==> config.mk <==
export PLATFORM = sky130hd
export DESIGN_NAME = fpga_ccff_loader
export DESIGN_NICKNAME = d
export VERILOG_FILES = /design/src/rtl/fpga_ccff_pkg.sv /design/src/rtl/fpga_ccff_presetcnt.sv /design/src/rtl/fpga_ccff_loader.sv
export SDC_FILE = /design/constraint.sdc
export NUM_CORES = 1
export LEC_CHECK = 0
export CORE_ASPECT_RATIO = 0.5
export CORE_MARGIN = 2
export CORE_UTILIZATION = 50
export CTS_BUF_LIST = sky130_fd_sc_hd__clkbuf_16
export CTS_CLUSTER_DIAMETER = 50
export DETAILED_ROUTE_END_ITERATION = 12
export GPL_ROUTABILITY_DRIVEN = 0
export PLACE_DENSITY = 0.84
export SYNTH_ARGS = -nofsm -noshare
export SYNTH_HDL_FRONTEND = slang
export SYNTH_SLANG_ARGS = --single-unit
==> constraint.sdc <==
create_clock -name clk -period 4.16 [get_ports clk]
set_input_delay 0.416 -clock clk [delete_from_list [all_inputs] [get_ports clk]]
set_output_delay 0.416 -clock clk [all_outputs]
set_load 0.005 [all_outputs]
==> src/rtl/fpga_ccff_pkg.sv <==
// Shared types and defaults for the ccff configuration loader.
package fpga_ccff_pkg;

  localparam int NUM_CHAINS_DEFAULT = 12;

  typedef enum logic [2:0] {
    IDLE,
    PRESET,
    ENABLE,
    SHIFT_LO,
    SHIFT_HI,
    DISABLE,
    DONE
  } ccff_state_t;

endpackage

==> src/rtl/fpga_ccff_presetcnt.sv <==
// Down-counter timing how long configuration memory is held in reset.
// 'term' is high once the loaded count has run down to zero.
module fpga_ccff_presetcnt
  import fpga_ccff_pkg::*;
#(
  parameter int PRESET_CYCLES = 4
) (
  input  logic clk,
  input  logic reset,
  input  logic load,
  input  logic en,
  output logic term
);

  localparam int PW = (PRESET_CYCLES > 1) ? $clog2(PRESET_CYCLES) : 1;

  logic [PW-1:0] cnt;

  // Loading PRESET_CYCLES-1 makes term appear on the last cycle of the window
  always_ff @(posedge clk) begin
    if (reset) begin
      cnt <= '0;
    end else if (load) begin
      cnt <= PW'(PRESET_CYCLES - 1);
    end else if (en && (cnt != '0)) begin
      cnt <= cnt - 1'b1;
    end
  end

  assign term = (cnt == '0);

endmodule

==> src/rtl/fpga_ccff_loader.sv <==
// Drives fpga_top's ccff chains from a valid/ready bitstream: preset,
// enable, one prog_clk pulse per word, disable, then release the I/O.
module fpga_ccff_loader
  import fpga_ccff_pkg::*;
#(
  parameter int NUM_CHAINS    = NUM_CHAINS_DEFAULT,
  parameter int CHAIN_LEN     = 2048,
  parameter int PRESET_CYCLES = 4,
  parameter int CNT_W         = $clog2(CHAIN_LEN + 1)
) (
  input  logic                  clk,
  input  logic                  reset,
  input  logic                  start,
  input  logic                  abort,
  input  logic                  in_valid,
  input  logic [NUM_CHAINS-1:0] in_data,
  output logic                  in_ready,
  input  logic [NUM_CHAINS-1:0] ccff_tail,
  output logic [NUM_CHAINS-1:0] ccff_head,
  output logic                  prog_clk,
  output logic                  config_enable,
  output logic                  pReset,
  output logic                  IO_ISOL_N,
  output logic                  busy,
  output logic                  done,
  output logic [NUM_CHAINS-1:0] tail_sig
);

  ccff_state_t      state, next_state;
  logic [CNT_W-1:0] word_cnt;
  logic             start_go;
  logic             accept;
  logic             last_word;
  logic             preset_term;

  fpga_ccff_presetcnt #(
    .PRESET_CYCLES(PRESET_CYCLES)
  ) u_presetcnt (
    .clk  (clk),
    .reset(reset),
    .load (start_go),
    .en   (state == PRESET),
    .term (preset_term)
  );

  assign accept = in_valid && in_ready;

  always_comb begin
    start_go   = start && !abort && ((state == IDLE) || (state == DONE));
    last_word  = (word_cnt == CNT_W'(CHAIN_LEN - 1));
    next_state = state;
    unique case (state)
      IDLE, DONE: if (start_go) next_state = PRESET;
      PRESET:     if (preset_term) next_state = ENABLE;
      ENABLE:     next_state = SHIFT_LO;
      SHIFT_LO:   if (accept) next_state = SHIFT_HI;
      SHIFT_HI:   next_state = last_word ? DISABLE : SHIFT_LO;
      DISABLE:    next_state = DONE;
      default:    next_state = IDLE;
    endcase
    if (abort) next_state = IDLE;
  end

  // Outputs are decoded from next_state so every pin is a flop (Moore)
  always_ff @(posedge clk) begin
    if (reset) begin
      state         <= IDLE;
      ccff_head     <= '0;
      prog_clk      <= 1'b0;
      config_enable <= 1'b0;
      pReset        <= 1'b0;
      IO_ISOL_N     <= 1'b0;
      in_ready      <= 1'b0;
      busy          <= 1'b0;
      done          <= 1'b0;
      tail_sig      <= '0;
      word_cnt      <= '0;
    end else begin
      state         <= next_state;
      prog_clk      <= (next_state == SHIFT_HI);
      in_ready      <= (next_state == SHIFT_LO);
      pReset        <= (next_state == PRESET);
      config_enable <= (next_state == ENABLE) || (next_state == SHIFT_LO) ||
                       (next_state == SHIFT_HI);
      busy          <= (next_state != IDLE) && (next_state != DONE);
      done          <= (next_state == DONE);
      IO_ISOL_N     <= (next_state == DONE);

      // Head only moves on the low phase, so it is stable under prog_clk=1
      if ((state == SHIFT_LO) && accept && !abort) begin
        ccff_head <= in_data;
      end

      if (start_go) begin
        tail_sig <= '0;
      end else if ((state == SHIFT_HI) && !abort) begin
        tail_sig <= tail_sig ^ ccff_tail;
      end

      if (start_go || abort) begin
        word_cnt <= '0;
      end else if (state == SHIFT_HI) begin
        word_cnt <= word_cnt + 1'b1;
      end
    end
  end

endmodule
==> results of run 1 <==
worst reg2reg max path: stages (launching register included):
cell and delay (ns):
dfxtp_1 0.66, inv_1 0.16, or3_1 0.47, nor2_2 0.63, mux2i_1 0.29, nor2_1 0.06
cells by family (layout without fill, tap and decap cells):
| kind of cell | count (synthesis) | in the layout | share of synthesized area, % |
|---|---|---|---|
| AOI/OAI and AO/OA | 18 | 18 | 6.102 |
| xor gates and xnor gates | 24 | 24 | 10.57 |
| adders and majority gates | 2 | 2 | 1.258 |
| buffers and inverters | 15 | 72 | 4.150 |
| DFF | 47 | 47 | 47.30 |
| muxes | 12 | 12 | 6.038 |
| and+or+nand+nor | 101 | 101 | 24.59 |
placed cells by master (no fill, tap or decap), drive strengths merged, types with 4 or more instances in the layout:
| cell | n |
|---|---|
| xor2 | 18 |
| o21ai | 4 |
| clkbuf | 5 |
| clkdlybuf4s50 | 59 |
| nand3 | 5 |
| dfxtp | 47 |
| a21oi | 5 |
| nand2b | 5 |
| nor3 | 4 |
| nand4 | 4 |
| nor2 | 46 |
| inv | 6 |
| mux2i | 12 |
| nand2 | 22 |
| xnor2 | 6 |
path summary, 6_finish.rpt:
| check | from | cells past startpoint | endpoint | slack, ns |
|---|---|---|---|---|
| max | state[1]$_SDFF_PP0_ | 5 | ccff_head[0]$_SDFFE_PP0P_ | 1.76 |
| max reg2reg | state[1]$_SDFF_PP0_ | 5 | ccff_head[0]$_SDFFE_PP0P_ | 1.76 |
| min reg2reg | word_cnt[1]$_SDFFE_PP0P_ | 2 | word_cnt[1]$_SDFFE_PP0P_ | 0.48 |
| min | word_cnt[1]$_SDFFE_PP0P_ | 2 | word_cnt[1]$_SDFFE_PP0P_ | 0.48 |
final cells by class:
class | instances | area share [%]
clock inverter | 3 | 2.301
clock buffer | 5 | 4.513
sequential | 47 | 33.93
inverter | 5 | 0.6769
multi-input combinational | 157 | 34.84
tap | 54 | 2.437
timing repair buffer | 59 | 21.30
through the flow:
stage                     utilization [%]  hold WS, ns  worst slack [ns]  cells  area [µm²]
after floorplan                         -       0.4317             2.508    219        1989
final                               71.76       0.4845             1.764    330        2773
after global placement              66.87       0.4562             1.750    322        2584
after CTS                           71.76       0.4876             1.801    330        2773
after detailed placement            66.87       0.4756             1.635    322        2584
after global routing                71.76       0.5208             1.611    330        2773
cells in the mapped netlist (2+ instances only):
cell | count | area [µm²]
clkbuf_1 | 3 | 11.26
a21oi_1 | 4 | 20.02
o21ai_0 | 4 | 20.02
nand2_1 | 22 | 82.58
buf_4 | 2 | 15.01
or3_1 | 2 | 12.51
ha_1 | 2 | 25.02
inv_1 | 5 | 18.77
nand2b_1 | 5 | 31.28
xor2_1 | 18 | 157.7
nand4_1 | 4 | 25.02
nor2b_1 | 2 | 12.51
nand3_1 | 4 | 20.02
nor2_1 | 45 | 168.9
mux2i_1 | 12 | 120.1
buf_6 | 2 | 22.52
dfxtp_1 | 47 | 940.9
xnor2_1 | 6 | 52.55
and3_1 | 2 | 12.51
nor3_1 | 4 | 20.02
buf_2 | 3 | 15.01
power by group:
part | leakage [nW] | internal (mW) | switching (mW)
clock network | 0.0952 | 0.342 | 0.162
logic | 0.486 | 0.0332 | 0.0225
registers | 0.379 | 0.453 | 0.00370
sequential cells by signal (all words and copies together), names as in the netlist:
register and count:
busy 1, ccff_head 12, config_enable 1, done 1
in_ready 1, pReset 1, prog_clk 1, state 3
tail_sig 12, u_presetcnt.cnt 2, word_cnt 12
per-layer routing:
metal / global-route usage, % / routed length, µm / up-vias / part of all wire [%]
li1: - / - / 837 / -
met1: 25.24 / 1941 / 785 / 42
met2: 41.43 / 2453 / 38 / 53
met3: 5.296 / 176 / 8 / 3.8
met4: 8.578 / 77 / 0 / 1.7
met5: 0 / 0 / - / 0
==> results.sh, run 1 <==
export IMPL_slowest_stage="dfxtp_1"
export IMPL_dp_hpwl_mm=3.104
export IMPL_n_fill_cell=286
export IMPL_setup_worst_path_end_class="register"
export IMPL_required_ns=4.31
export IMPL_path_class="register to register"
export IMPL_fin_skew_ns=0.005371
export IMPL_drive_above_1_share_pct=5.072
export IMPL_drv_slew=0
export IMPL_cts_buffers=5
export IMPL_power_density_nw_per_um2=366.8
export IMPL_synth_warning_count=0
export IMPL_grt_pass1_wl_mm=7.990
export IMPL_fp_dieH_um=48.61
export IMPL_ys_ff_latch=47
export IMPL_root_buffer="clkbuf_16"
export IMPL_cts_resized_gates=0
export IMPL_ff_latch_area_um2=940.9
export IMPL_cts_htree_levels=2
export IMPL_vdd_drop_max_mv=0.1780
export IMPL_slowest_delay_ns=0.66
export IMPL_finalHoldViolations=0
export IMPL_max_slew_margin_pct=47.69
export IMPL_timing_final_crit_period_ns=2.396
export IMPL_yosysUniqueCellTypes=42
export IMPL_ant_nets=0
export IMPL_drc=0
export IMPL_startpoint_type="register"
export IMPL_path_delay_family="simple AND/OR/NAND/NOR gates"
export IMPL_power_mw=1.017
export IMPL_postSynth_asyncResetShare_pct=0
export IMPL_ios=60
export IMPL_cap_viol_max_count=0
export IMPL_min_period_over_period_pct=57.60
export IMPL_wl_per_cell_um=14.09
export IMPL_cts_tree="done"
export IMPL_path_buf_inv=1
export IMPL_coreArea_um2=3864
export IMPL_rows=16
export IMPL_vias_per_cell=5.055
export IMPL_die_w_um=93.21
export IMPL_vias=1668
export IMPL_synthToLayoutAreaGrowth_pct=39.37
export IMPL_postCtsHoldBufs=0
export IMPL_outcome="finished clean"
export IMPL_hold_path_class="register to register"
export IMPL_fin_tns_setup_ns=0
export IMPL_p_leak_nw=0.9606
export IMPL_port_buffer_count=59
export IMPL_track_usage_pct=22.45
export IMPL_grt_max_degree=17
export IMPL_critical_path_max_fanout=14
export IMPL_nets=306
export IMPL_antenna_found_initial=0
export IMPL_first_pass_iters=4
export IMPL_initial_core_util_pct=51.49
export IMPL_cp_cell_sequence="inv_1 -> or3_1 -> nor2_2 -> mux2i_1 -> nor2_1"
export IMPL_syn_inst=219
export IMPL_clock_path_buffers=2
export IMPL_grt_ovfl_total=0
export IMPL_rsz0062_at_grt="false"
export IMPL_syn_cell_area_um2=1989
export IMPL_antennaDiodeCount=0
export IMPL_cp_arrival_ns=2.54
export IMPL_synth_fp_nets=250
export IMPL_max_freq_mhz=417.3
export IMPL_synthFlopType="dfxtp_1"
export IMPL_insertion_delay_ns=0.28
export IMPL_final_setup_viol_count=0
export IMPL_drt_initial_drc_count=44
export IMPL_post_synth_cell_area_avg_um2=9.084
export IMPL_synth_edf_count=0
export IMPL_clkSinkCount=47
export IMPL_seq_area_frac_synth_pct=47.30
export IMPL_post_cts_repair_setup_buffers=0
export IMPL_grt_pass1_vias=1709
export IMPL_multiInputGateArea_um2=965.9
export IMPL_totalWireLength_mm=4.649
export IMPL_path_clk_slew_ns=0.06
export IMPL_worst_pin_slew_ns=0.7838
export IMPL_dieArea_um2=4530
Note: power is estimated with default switching activity, not from simulation.
==> run 2, diff against run 1 <==
Settings changed: CORE_UTILIZATION 50 to 46, PLACE_DENSITY 0.84 to 0.79.
Clock period 4.16 ns to 2.5 ns, I/O delays scaled along.
==> run 2 against run 1 <==
Hold slack got worse by 0.018 ns. Largest power group is now registers. Critical path depth increased by 1. Critical path type unchanged. Highest routed layer unchanged. Cell count rose by 0.91%.
==> results.sh, run 2 (synthesis results as in run 1) <==
export IMPL_outcome="finished clean"
export IMPL_required_ns=2.67
export IMPL_final_cell_mix="59 x clkdlybuf4s50_1, 47 x dfxtp_1, 45 x nor2_1, 22 x nand2_1, 18 x xor2_1"
export IMPL_dp_cells=326
export IMPL_startpoint_type="register"
export IMPL_vdd_drop_max_mv=0.2763
export IMPL_reg2reg_setup_slack_ns=0.51
export IMPL_cts_tree="done"
export IMPL_antennaDiodeCount=0
export IMPL_ios=60
export IMPL_timing_final_crit_period_ns=1.987
export IMPL_ant_nets=0
export IMPL_multiInputGateArea_um2=965.9
export IMPL_final_common_cell="clkdlybuf4s50_1"
export IMPL_fp_dieH_um=50.50
export IMPL_path_class="register to register"
export IMPL_vias_per_cell=4.889
export IMPL_finalHoldViolations=0
export IMPL_max_slew_margin_pct=65.21
export IMPL_hold_start="u_presetcnt.cnt[0]$_SDFFE_PP0P_"
export IMPL_dp_hpwl_mm=3.061
export IMPL_hold_path_class="register to register"
export IMPL_nets=310
export IMPL_cp_arrival_ns=2.15
export IMPL_p_leak_nw=0.9529
export IMPL_die_w_um=97.01
export IMPL_place_ws_ns=0.4731
export IMPL_drive_above_1_share_pct=6.093
export IMPL_rr_worst_depth=6
export IMPL_grt_ovfl_total=0
export IMPL_grt_max_degree=15
export IMPL_clkSinkCount=47
export IMPL_grt_pass1_vias=1582
export IMPL_fin_tns_setup_ns=0
export IMPL_cts_htree_levels=2
export IMPL_post_cts_repair_setup_buffers=0
export IMPL_postCtsHoldBufs=0
export IMPL_synthToLayoutAreaGrowth_pct=38.11
export IMPL_ff_latch_area_um2=940.9
export IMPL_cap_viol_max_count=0
export IMPL_drt_initial_drc_count=95
export IMPL_vias=1628
export IMPL_insertion_delay_ns=0.28
export IMPL_first_pass_iters=4
export IMPL_coreArea_um2=4024
export IMPL_critical_path_max_fanout=14
export IMPL_drc=0
export IMPL_antenna_found_initial=0
export IMPL_met1Wirelength_mm=1.916
export IMPL_drv_slew=0
export IMPL_fin_hold_ws_ns=0.4667
export IMPL_grt_pass1_wl_mm=7.017
export IMPL_setup_worst_path_end_class="register"
export IMPL_clock_path_buffers=2
export IMPL_max_freq_mhz=503.3
export IMPL_wl_met3_um=173
export IMPL_finalWorstSetupSlack_ns=0.5130
export IMPL_rows=16
export IMPL_final_core_util_pct=68.28
export IMPL_top_layer_used="met4"
export IMPL_hold_path_cell_count=1
export IMPL_totalWireLength_mm=4.139
export IMPL_worst_pin_slew_ns=0.5147
export IMPL_fin_cells=333
export IMPL_cts_resized_gates=0
export IMPL_n_fill_cell=330
export IMPL_dr_wl_met2_mm=2.027
export IMPL_min_period_over_period_pct=79.48
export IMPL_min_to="u_presetcnt.cnt[0]$_SDFFE_PP0P_"
export IMPL_r2r_start="state[1]$_SDFF_PP0_"
export IMPL_path_clk_slew_ns=0.06
export IMPL_port_buffer_count=59
export IMPL_rsz0062_at_grt="false"
export IMPL_root_buffer="clkbuf_16"
export IMPL_final_setup_viol_count=0
export IMPL_fin_skew_ns=0.005608
export IMPL_initial_core_util_pct=49.44
export IMPL_timing_rr_end="ccff_head[11]$_SDFFE_PP0P_"
export IMPL_wl_per_cell_um=12.43
export IMPL_dieArea_um2=4899
export IMPL_power_density_nw_per_um2=532.7
export IMPL_track_usage_pct=17.54
export IMPL_largestRegisters="ccff_head (12), tail_sig (12), word_cnt (12)"
export IMPL_cts_buffers=5
-- run 2: cell count changes in the layout (fill, tap and decap cells not counted) --
cell       delta
bufinv_16     -2
buf_4         +4
clkinv_2      +1
inv_1         -1
clkinv_1      +1
-- run 2: area by class of cell --
| cell class | instances | share of cell area, % |
|---|---|---|
| Clock buffer | 5 | 4.554 |
| Clock inverter | 2 | 0.3188 |
| Inverter | 5 | 0.6831 |
| Multi-Input combinational cell | 157 | 35.15 |
| Sequential cell | 47 | 34.24 |
| Tap cell | 54 | 2.459 |
| Timing Repair Buffer | 63 | 22.59 |
-- run 2: critical path, stage by stage, from the launching register on --
cell     delay [ns]
dfxtp_1        0.63
inv_1          0.14
or3_1          0.48
nor2_2         0.10
buf_4          0.23
mux2i_1        0.23
nor2_1         0.06
-- run 2: metrics by stage --
step / power [mW] / area (µm²)
floorplan: 0.8114 / 1989
global placement: 0.8684 / 2614
detailed placement: 0.8692 / 2614
CTS: 1.480 / 2748
global route: 1.524 / 2748
finish: 1.464 / 2748
-- run 2: power breakdown --
group	switching [mW]	leakage (nW)	internal, mW
clock	0.251	0.0671	0.359
sequential	0.00568	0.379	0.755
combinational	0.0353	0.507	0.0577
total	0.292	0.953	1.17
-- run 2: metal layers --
metal	global-route usage (%)	up-vias
li1	-	845
met1	21.15	749
met2	31.94	32
met3	4.875	2
met4	3.521	0
met5	0	-
-- run 2: worst max path at each step --
stage | cells after the start | end | startpoint | slack, ns
global placement | 7 | ccff_head[4]$_SDFFE_PP0P_ | in_valid | 0.53
floorplan | 5 | in_ready$_SDFF_PP0_ | state[2]$_SDFF_PP0_ | 0.85
global route | 6 | ccff_head[2]$_SDFFE_PP0P_ | state[1]$_SDFF_PP0_ | 0.38
detailed placement | 6 | pReset$_SDFF_PP0_ | abort | 0.47
CTS | 6 | ccff_head[3]$_SDFFE_PP0P_ | state[1]$_SDFF_PP0_ | 0.53
finish | 6 | ccff_head[11]$_SDFFE_PP0P_ | state[1]$_SDFF_PP0_ | 0.51
==> run 3, diff against run 2 <==
Clock period 2.5 ns to 2.04 ns, I/O delays scaled along.
==> run 3 against run 2 <==
Cell count grew 1.2%. Via count grew 3.3%. Fmax grew 3.8%. Core utilization grew 1.1 points. Die area is the same. Critical path type unchanged. Largest power group unchanged. Sequential power grew 22%. Design area grew 1.6%. Clock skew is essentially flat. Sequential share of layout area shrank 0.55 points. Clock power grew 30%. Highest routed layer unchanged. Power grew 26%.
==> results.sh, run 3 (synthesis results as in run 1) <==
export IMPL_insertion_delay_ns=0.28
export IMPL_vias=1682
export IMPL_max_slew_margin_pct=64.71
export IMPL_final_setup_viol_count=0
export IMPL_clock_path_buffers=2
export IMPL_cts_resized_gates=0
export IMPL_port_buffer_count=59
export IMPL_grt_ovfl_total=0
export IMPL_drive_above_1_share_pct=7.774
export IMPL_grt_pass1_vias=1635
export IMPL_synthToLayoutAreaGrowth_pct=40.38
export IMPL_setup_worst_path_end_class="register"
export IMPL_outcome="finished clean"
export IMPL_cp_arrival_ns=2.09
export IMPL_cts_buffers=5
export IMPL_power_density_nw_per_um2=659.8
export IMPL_drv_slew=0
export IMPL_initial_core_util_pct=49.44
export IMPL_path_class="register to register"
export IMPL_critical_path_max_fanout=12
export IMPL_hold_path_class="register to register"
export IMPL_fp_dieH_um=50.50
export IMPL_totalWireLength_mm=4.500
export IMPL_ios=60
export IMPL_first_pass_iters=4
export IMPL_path_clk_slew_ns=0.06
export IMPL_ant_nets=0
export IMPL_cts_tree="done"
export IMPL_drt_initial_drc_count=50
export IMPL_fin_hold_ws_ns=0.4778
export IMPL_post_cts_repair_setup_buffers=0
export IMPL_grt_max_degree=16
export IMPL_rsz0062_at_grt="false"
export IMPL_dieArea_um2=4899
export IMPL_largestRegisters="ccff_head (12), tail_sig (12), word_cnt (12)"
export IMPL_postCtsHoldBufs=0
export IMPL_fin_tns_setup_ns=0
export IMPL_rows=16
export IMPL_wl_per_cell_um=13.35
export IMPL_required_ns=2.21
export IMPL_nets=313
export IMPL_n_fill_cell=318
export IMPL_antennaDiodeCount=0
export IMPL_track_usage_pct=19.66
export IMPL_max_freq_mhz=522.5
export IMPL_grt_pass1_wl_mm=7.652
export IMPL_timing_final_crit_period_ns=1.914
export IMPL_min_period_over_period_pct=93.82
export IMPL_finalHoldViolations=0
export IMPL_worst_pin_slew_ns=0.5221
export IMPL_vias_per_cell=4.991
export IMPL_vdd_drop_max_mv=0.3295
export IMPL_p_leak_nw=0.9774
export IMPL_dp_hpwl_mm=3.278
export IMPL_final_cell_mix="59 x clkdlybuf4s50_1, 47 x dfxtp_1, 45 x nor2_1, 22 x nand2_1, 18 x xor2_1"
export IMPL_final_common_cell="clkdlybuf4s50_1"
export IMPL_cts_htree_levels=2
export IMPL_antenna_found_initial=0
export IMPL_coreArea_um2=4024
export IMPL_startpoint_type="register"
export IMPL_die_w_um=97.01
export IMPL_root_buffer="clkbuf_16"
export IMPL_cap_viol_max_count=0
export IMPL_fin_skew_ns=0.006065
export IMPL_drc=0
export IMPL_clkSinkCount=47
[run 3: critical path, stage by stage (launching register included)]
cell	delay, ns
dfxtp_1	0.55
inv_1	0.14
or3_1	0.48
nor2_2	0.16
buf_12	0.16
mux2i_1	0.24
nor2_1	0.07
[run 3: worst paths after layout]
| kind | startpoint | to | slack (ns) | cells past startpoint |
|---|---|---|---|---|
| setup / recovery | state[1]$_SDFF_PP0_ | ccff_head[6]$_SDFFE_PP0P_ | 0.13 | 6 |
| hold / removal | u_presetcnt.cnt[0]$_SDFFE_PP0P_ | u_presetcnt.cnt[0]$_SDFFE_PP0P_ | 0.48 | 1 |
| setup reg to reg | state[1]$_SDFF_PP0_ | ccff_head[6]$_SDFFE_PP0P_ | 0.13 | 6 |
| hold reg to reg | u_presetcnt.cnt[0]$_SDFFE_PP0P_ | u_presetcnt.cnt[0]$_SDFFE_PP0P_ | 0.48 | 1 |
[run 3: routing by layer]
metal	wire [µm]	track usage, %
met1	2047	23.92
met2	2236	34.72
met3	173	5.014
met4	43	6.338
met5	0	0
[run 3: where the power goes]
group | internal [mW] | leakage [nW] | switching, mW | total [mW]
Clock | 0.454 | 0.0740 | 0.339 | 0.793
Combinational | 0.0724 | 0.524 | 0.0478 | 0.120
Sequential | 0.924 | 0.379 | 0.00571 | 0.930
Total | 1.45 | 0.977 | 0.392 | 1.84
[run 3: stage by stage]
stage	instance area, µm²	utilization, %	setup slack, ns	instances	total power, mW
3_3_place_gp	2649	65.83	0.1722	329	1.067
3_5_place_dp	2649	65.83	0.01336	329	1.069
5_1_grt	2793	69.40	0.06815	337	1.917
4_1_cts	2793	69.40	0.1565	337	1.863
2_1_floorplan	1989	-	0.3885	219	0.9944
6_report	2793	69.40	0.1261	337	1.843
[run 3: layout make-up]
class / instances / area, µm² / share of cell area [%]
clock inverter: 3 / 18.77 / 0.6720
tap: 54 / 67.56 / 2.419
multi-input combinational: 157 / 965.9 / 34.59
sequential: 47 / 940.9 / 33.69
inverter: 5 / 18.77 / 0.6720
clock buffer: 5 / 125.1 / 4.480
timing repair buffer: 66 / 655.6 / 23.48
